### src/rtl/per_clk_rst_pkg.sv
// Shared types and helpers for the per-channel peripheral clock/reset sequencer.
package per_clk_rst_pkg;

  typedef enum logic [2:0] {
    S_RST  = 3'd0,
    S_DLY  = 3'd1,
    S_ON   = 3'd2,
    S_STOP = 3'd3,
    S_OFF  = 3'd4
  } ch_state_e;

  typedef struct packed {
    logic clk_en;
    logic rst_n;
    logic stop_req;
    logic active;
  } ch_out_t;

  function automatic ch_out_t decode_state(input ch_state_e s);
    ch_out_t o;
    o = '0;
    case (s)
      S_RST:  o = '{clk_en: 1'b0, rst_n: 1'b0, stop_req: 1'b0, active: 1'b0};
      S_DLY:  o = '{clk_en: 1'b0, rst_n: 1'b1, stop_req: 1'b0, active: 1'b0};
      S_ON:   o = '{clk_en: 1'b1, rst_n: 1'b1, stop_req: 1'b0, active: 1'b1};
      S_STOP: o = '{clk_en: 1'b1, rst_n: 1'b1, stop_req: 1'b1, active: 1'b1};
      S_OFF:  o = '{clk_en: 1'b0, rst_n: 1'b1, stop_req: 1'b0, active: 1'b0};
      default: o = '0;
    endcase
    return o;
  endfunction

  // Counter must hold the largest terminal count; one spare bit keeps saturation clear of it.
  function automatic int calc_cnt_w(input int a, input int b, input int c);
    int m;
    m = a;
    if (b > m) m = b;
    if (c > m) m = c;
    return $clog2(m) + 1;
  endfunction

endpackage

### src/rtl/per_clk_rst_seq_ch.sv
// One sequencer channel: reset stretch, clock-on delay and stop handshake FSM.
module per_clk_rst_seq_ch
  import per_clk_rst_pkg::*;
#(
  parameter int RST_HOLD_CYCLES = 4,
  parameter int CLK_ON_DELAY    = 2,
  parameter int STOP_TIMEOUT    = 16,
  parameter int CNT_W           = 5
) (
  input  logic i_clk,
  input  logic sys_rst_n,
  input  logic dom_rst_n,
  input  logic sft_rst_req,
  input  logic clk_req,
  input  logic per_idle_ack,
  input  logic err_clr,
  output logic clk_en_o,
  output logic rst_n_o,
  output logic stop_req_o,
  output logic clk_active_o,
  output logic err_timeout_o
);

  localparam logic [CNT_W-1:0] HOLD_LAST = CNT_W'(RST_HOLD_CYCLES - 1);
  localparam logic [CNT_W-1:0] DLY_LAST  = CNT_W'((CLK_ON_DELAY > 0) ? CLK_ON_DELAY - 1 : 0);
  localparam logic [CNT_W-1:0] STOP_LAST = CNT_W'(STOP_TIMEOUT - 1);
  localparam logic [CNT_W-1:0] CNT_MAX   = {CNT_W{1'b1}};
  localparam ch_state_e        ON_ENTRY  = (CLK_ON_DELAY > 0) ? S_DLY : S_ON;

  ch_state_e        state_q, state_d;
  logic [CNT_W-1:0] cnt_q, cnt_d, cnt_inc;
  logic             err_timeout_q, err_timeout_d;
  logic             err_set;
  logic             rst_cause;
  ch_out_t          out_q, out_d;

  assign rst_cause = ~dom_rst_n | sft_rst_req;
  assign cnt_inc   = (cnt_q == CNT_MAX) ? cnt_q : cnt_q + CNT_W'(1);

  // Stop handshake: stop_req stays high for the whole of S_STOP; the peripheral
  // raises per_idle_ack (level, sampled each edge) once it is safe to gate. The
  // gate drops on the edge that samples ack, or on timeout, or if clk_req returns
  // the request is withdrawn without gating.
  always_comb begin
    state_d = state_q;
    cnt_d   = cnt_q;
    err_set = 1'b0;
    if (rst_cause) begin
      state_d = S_RST;
      cnt_d   = '0;
    end else begin
      case (state_q)
        S_RST: begin
          if (cnt_q == HOLD_LAST) begin
            cnt_d   = '0;
            state_d = clk_req ? ON_ENTRY : S_OFF;
          end else begin
            cnt_d = cnt_inc;
          end
        end
        S_DLY: begin
          if (!clk_req) begin
            state_d = S_OFF;
            cnt_d   = '0;
          end else if (cnt_q == DLY_LAST) begin
            state_d = S_ON;
            cnt_d   = '0;
          end else begin
            cnt_d = cnt_inc;
          end
        end
        S_ON: begin
          if (!clk_req) begin
            state_d = S_STOP;
            cnt_d   = '0;
          end
        end
        S_STOP: begin
          if (clk_req) begin
            state_d = S_ON;
            cnt_d   = '0;
          end else if (per_idle_ack) begin
            state_d = S_OFF;
            cnt_d   = '0;
          end else if (cnt_q == STOP_LAST) begin
            state_d = S_OFF;
            cnt_d   = '0;
            err_set = 1'b1;
          end else begin
            cnt_d = cnt_inc;
          end
        end
        S_OFF: begin
          if (clk_req) begin
            state_d = ON_ENTRY;
            cnt_d   = '0;
          end
        end
        default: begin
          state_d = S_RST;
          cnt_d   = '0;
        end
      endcase
    end
    err_timeout_d = err_set | (err_timeout_q & ~err_clr);
    out_d         = decode_state(state_d);
  end

  always_ff @(posedge i_clk or negedge sys_rst_n) begin
    if (!sys_rst_n) begin
      state_q       <= S_RST;
      cnt_q         <= '0;
      err_timeout_q <= 1'b0;
      out_q         <= '0;
    end else begin
      state_q       <= state_d;
      cnt_q         <= cnt_d;
      err_timeout_q <= err_timeout_d;
      out_q         <= out_d;
    end
  end

  assign clk_en_o      = out_q.clk_en;
  assign rst_n_o       = out_q.rst_n;
  assign stop_req_o    = out_q.stop_req;
  assign clk_active_o  = out_q.active;
  assign err_timeout_o = err_timeout_q;

endmodule

### src/rtl/per_clk_rst_seq.sv
// N-channel peripheral clock/reset sequencer: independent channels plus scan/test bypass.
module per_clk_rst_seq
  import per_clk_rst_pkg::*;
#(
  parameter int CH_NUM          = 4,
  parameter int RST_HOLD_CYCLES = 4,
  parameter int CLK_ON_DELAY    = 2,
  parameter int STOP_TIMEOUT    = 16
) (
  input  logic              i_clk,
  input  logic              sys_rst_n,
  input  logic              testmode,
  input  logic [CH_NUM-1:0] dom_rst_n,
  input  logic [CH_NUM-1:0] sft_rst_req,
  input  logic [CH_NUM-1:0] clk_req,
  input  logic [CH_NUM-1:0] per_idle_ack,
  input  logic [CH_NUM-1:0] err_clr,
  output logic [CH_NUM-1:0] per_clk_en,
  output logic [CH_NUM-1:0] per_rst_n,
  output logic [CH_NUM-1:0] per_stop_req,
  output logic [CH_NUM-1:0] per_clk_active,
  output logic [CH_NUM-1:0] err_timeout
);

  localparam int CNT_W = calc_cnt_w(RST_HOLD_CYCLES, CLK_ON_DELAY, STOP_TIMEOUT);

  logic [CH_NUM-1:0] fsm_clk_en;
  logic [CH_NUM-1:0] fsm_rst_n;
  logic [CH_NUM-1:0] fsm_stop_req;

  for (genvar g = 0; g < CH_NUM; g++) begin : g_ch
    per_clk_rst_seq_ch #(
      .RST_HOLD_CYCLES (RST_HOLD_CYCLES),
      .CLK_ON_DELAY    (CLK_ON_DELAY),
      .STOP_TIMEOUT    (STOP_TIMEOUT),
      .CNT_W           (CNT_W)
    ) u_ch (
      .i_clk         (i_clk),
      .sys_rst_n     (sys_rst_n),
      .dom_rst_n     (dom_rst_n[g]),
      .sft_rst_req   (sft_rst_req[g]),
      .clk_req       (clk_req[g]),
      .per_idle_ack  (per_idle_ack[g]),
      .err_clr       (err_clr[g]),
      .clk_en_o      (fsm_clk_en[g]),
      .rst_n_o       (fsm_rst_n[g]),
      .stop_req_o    (fsm_stop_req[g]),
      .clk_active_o  (per_clk_active[g]),
      .err_timeout_o (err_timeout[g])
    );
  end

  // Scan bypass sits after the flops so test clocks run even with the FSMs parked in reset.
  assign per_clk_en   = testmode ? {CH_NUM{1'b1}} : fsm_clk_en;
  assign per_rst_n    = testmode ? (dom_rst_n & {CH_NUM{sys_rst_n}}) : fsm_rst_n;
  assign per_stop_req = testmode ? {CH_NUM{1'b0}} : fsm_stop_req;

endmodule

### config.mk
export PLATFORM = sky130hd
export DESIGN_NAME = per_clk_rst_seq
export DESIGN_NICKNAME = d
export VERILOG_FILES = /design/src/rtl/per_clk_rst_pkg.sv /design/src/rtl/per_clk_rst_seq_ch.sv /design/src/rtl/per_clk_rst_seq.sv
export SDC_FILE = /design/constraint.sdc
export NUM_CORES = 1
export LEC_CHECK = 0
export BUFFER_PORTS_ARGS = -buffer_cell sky130_fd_sc_hd__buf_2
export CORE_UTILIZATION = 45
export CTS_CLUSTER_SIZE = 8
export DETAILED_ROUTE_END_ITERATION = 10
export GPL_TIMING_DRIVEN = 0
export PLACE_DENSITY_LB_ADDON = 0.05
export SETUP_SLACK_MARGIN = 0.3
export SLEW_MARGIN = 0
export SYNTH_ARGS = -nofsm -noshare
export SYNTH_HDL_FRONTEND = slang
export SYNTH_HIERARCHICAL = 1
export SYNTH_SLANG_ARGS = --single-unit
### constraint.sdc
create_clock -name i_clk -period 2.63 [get_ports i_clk]
set_input_delay 0.3945 -clock i_clk [delete_from_list [all_inputs] [get_ports i_clk]]
set_output_delay 0.3945 -clock i_clk [all_outputs]
set_load 0.01 [all_outputs]
==> metrics <==
most frequent cells in the layout 48 x dfrtp_1, 45 x buf_2, 33 x nor2_1, 31 x inv_1, 24 x a21oi_1; filler cell count in the final layout 655; reg2reg end g_ch[0].u_ch/rst_n_o$_DFF_PN0_; I/O pins 43; GRT Total Usage 19.56%; share of layout cells above drive strength 1 25.06%; Die ar. 7701 µm²; post-route ant nets 0; RSZ-0062 raised after global routing false; Setup crit start kind register; FF+latch count, synth 48; outcome complete, no violations; first-pass GRT wire length 11940 µm; setup TNS 0 ns; Util after Layout 53.93%; detailed-route DRC error count 0; Inserted Clock Buffers 5; Peak Freq 493.1 MHz; Peak VDD IR 0.2162 mV; syn avg cell area 9.042 µm²; Synth Instances 366; CTS tree built; Row Count 30; TritonRoute pass-1 iters 4; die height 87.76 µm; LEAKAGE 1.806 nW; commonest non-fill, non-tap cell in the layout dfrtp_1; post-synth cell types 70; post-synthesis adder-cell area fraction 3.025%; main combinational cell family by area after synthesis simple AND/OR/NAND/NOR gates; Synth Area in XOR/XNOR 0%; Post-synth top flop dfrtp_1; Post-DP HPWL 4912 µm; Die W 87.76 µm; Max Cap Viol 0; sequential area share after synthesis 36.29%; vias per cell 5.468; Cell Area, Synth 3309 µm²; register area 1201 µm²; Slew Limit Fails 0; routability congestion estimate from global placement 0.8209; slew margin rel. 49.02%; reg2reg start g_ch[0].u_ch/cnt_q[0]$_DFFE_PN0P_; element type at the critical path end register; Ant. Diodes 0; largest net degree at the start of global routing 53; grt ovf 0; P&R area growth vs syn 13.16%; CTS sink count 48; initial antenna violation count 0; simple-gate share of the synthesized area 31.12%; worst hold slack 0.1352 ns; clock tree buffer depth 2; Worst Tran Pin Value 0.7589 ns; CP max FO 6; WL/cell 13.35 µm; Worst EP arrival 2.26 ns; Fin. Hold Viols 0; Compound-Gate Fraction of Synth Area 20.53%; Final min period 2.028 ns; Pwr Density 408.4 nW/µm²; Worst Skew 0.01099 ns; Starting Density 47.66%; Ys Warns 6; top cells by area, synth dfrtp_1 36%, nor2_1 3.7%, a21oi_1 3.6%, inv_1 3.5%, ha_1 3.0%; Synth top area share 36.29%; nets 445; critical path data required time 2.87 ns; fin crit share 77.10%; core area 6944 µm²; area leader, netlist dfrtp_1; vias in the first global route 2622; clock root cell clkbuf_8; FF-to-FF setup slack 0.60 ns; IO Port Bufs 41; Post-synth ARST share 100.0%; syn nets 397; initial drt markers 88; Hold Crit Class input port to asynchronous set/reset pin; mux contribution to synthesized area 0.9074%; Routed WL 6820 µm; Post-synth EDFFs 0; Crit Path Class register to register; R2R depth 6; H-tree depth 2; clock-pin slew on the worst setup and hold paths 0.09 ns; Vias 2794; Multi-input gate area 1839 µm²; worst skew pair latency 0.30 ns; Final setup viols 0
[timing repair]
| action | in CTS | in global routing |
|---|---|---|
| setup buffers | 0 | 0 |
| resized for setup | 0 | 1 |
| setup endpoints to repair | 0 | 2 |
| hold buffers | 0 | 0 |
[synthesized netlist by cell type, types with 7 or more instances]
library cell and instances:
a21oi_1 24, and3_1 7, buf_4 11, dfrtp_1 48, ha_1 8, inv_1 31, nand2_1 23, nand3_1 18
nor2_1 33, nor2b_1 7, nor3_1 10, o21ai_0 14, o22ai_1 9
[report_power, final]
part | internal (mW) | switching (mW) | total, mW
clock | 0.283 | 0.248 | 0.530
combinational | 0.101 | 0.122 | 0.223
sequential | 0.756 | 0.0203 | 0.776
[final cells by class]
cell class	instances	area share, %
flip-flops and latches	48	32.07
clock inverters	2	0.9355
plain buffers	22	4.076
multi-input cells	265	49.11
clock buffers	6	1.938
well taps	96	3.207
repair buffers	41	5.546
inverters	31	3.107
[flip-flops by register name (all words and copies together) (netlist names)]
name and cells:
g_ch.u_ch/rst_n_o 4, g_ch.u_ch/state_q 12, g_ch.u_ch/cnt_q 20, g_ch.u_ch/clk_active_o 4, g_ch.u_ch/err_timeout_o 4, g_ch.u_ch/stop_req_o 4
[critical path: stages (launching register included)]
cell and delay (ns):
dfrtp_1 0.43, ha_1 0.28, and4b_1 0.27, or3b_4 0.41, and4_4 0.19, a211o_1 0.30, nand3_2 0.08
[kinds of logic (layout without fill, tap and decap cells)]
group	Yosys count	after routing
AOI/OAI and AO/OA	90	90
muxes	3	3
and+or+nand+nor	164	164
buffers and inverters	53	102
DFF	48	48
adders and majority gates	8	8
[through the flow]
| stage | instance area, µm² | cells | power, mW | setup slack (ns) |
|---|---|---|---|---|
| after floorplan | 3309 | 366 | 0.9404 | 0.7711 |
| after global placement | 3635 | 503 | 1.013 | 0.4919 |
| after detailed placement | 3635 | 503 | 1.016 | 0.4643 |
| after CTS | 3742 | 511 | 1.563 | 0.4601 |
| after global routing | 3745 | 511 | 1.622 | 0.4799 |
| final | 3745 | 511 | 1.529 | 0.6022 |
[layer usage]
layer / GRT usage (%) / share of wire (%) / up-vias
met5: 0 / 0 / -
met4: 4.620 / 0.48 / 0
met3: 3.959 / 2.4 / 2
met2: 33.54 / 49 / 26
met1: 25.29 / 48 / 1349
li1: - / - / 1417
[worst max-delay path by stage]
stage	to	startpoint	cells after the start
2_1_floorplan	g_ch[0].u_ch/rst_n_o$_DFF_PN0_	g_ch[0].u_ch/cnt_q[0]$_DFFE_PN0P_	6
3_3_place_gp	per_rst_n[3]	sys_rst_n	4
3_5_place_dp	per_rst_n[3]	sys_rst_n	4
4_1_cts	per_rst_n[3]	sys_rst_n	4
5_1_grt	g_ch[1].u_ch/cnt_q[1]$_DFFE_PN0P_	g_ch[1].u_ch/cnt_q[0]$_DFFE_PN0P_	6
6_report	g_ch[0].u_ch/rst_n_o$_DFF_PN0_	g_ch[0].u_ch/cnt_q[0]$_DFFE_PN0P_	6
(Power assumes the default switching activity.)
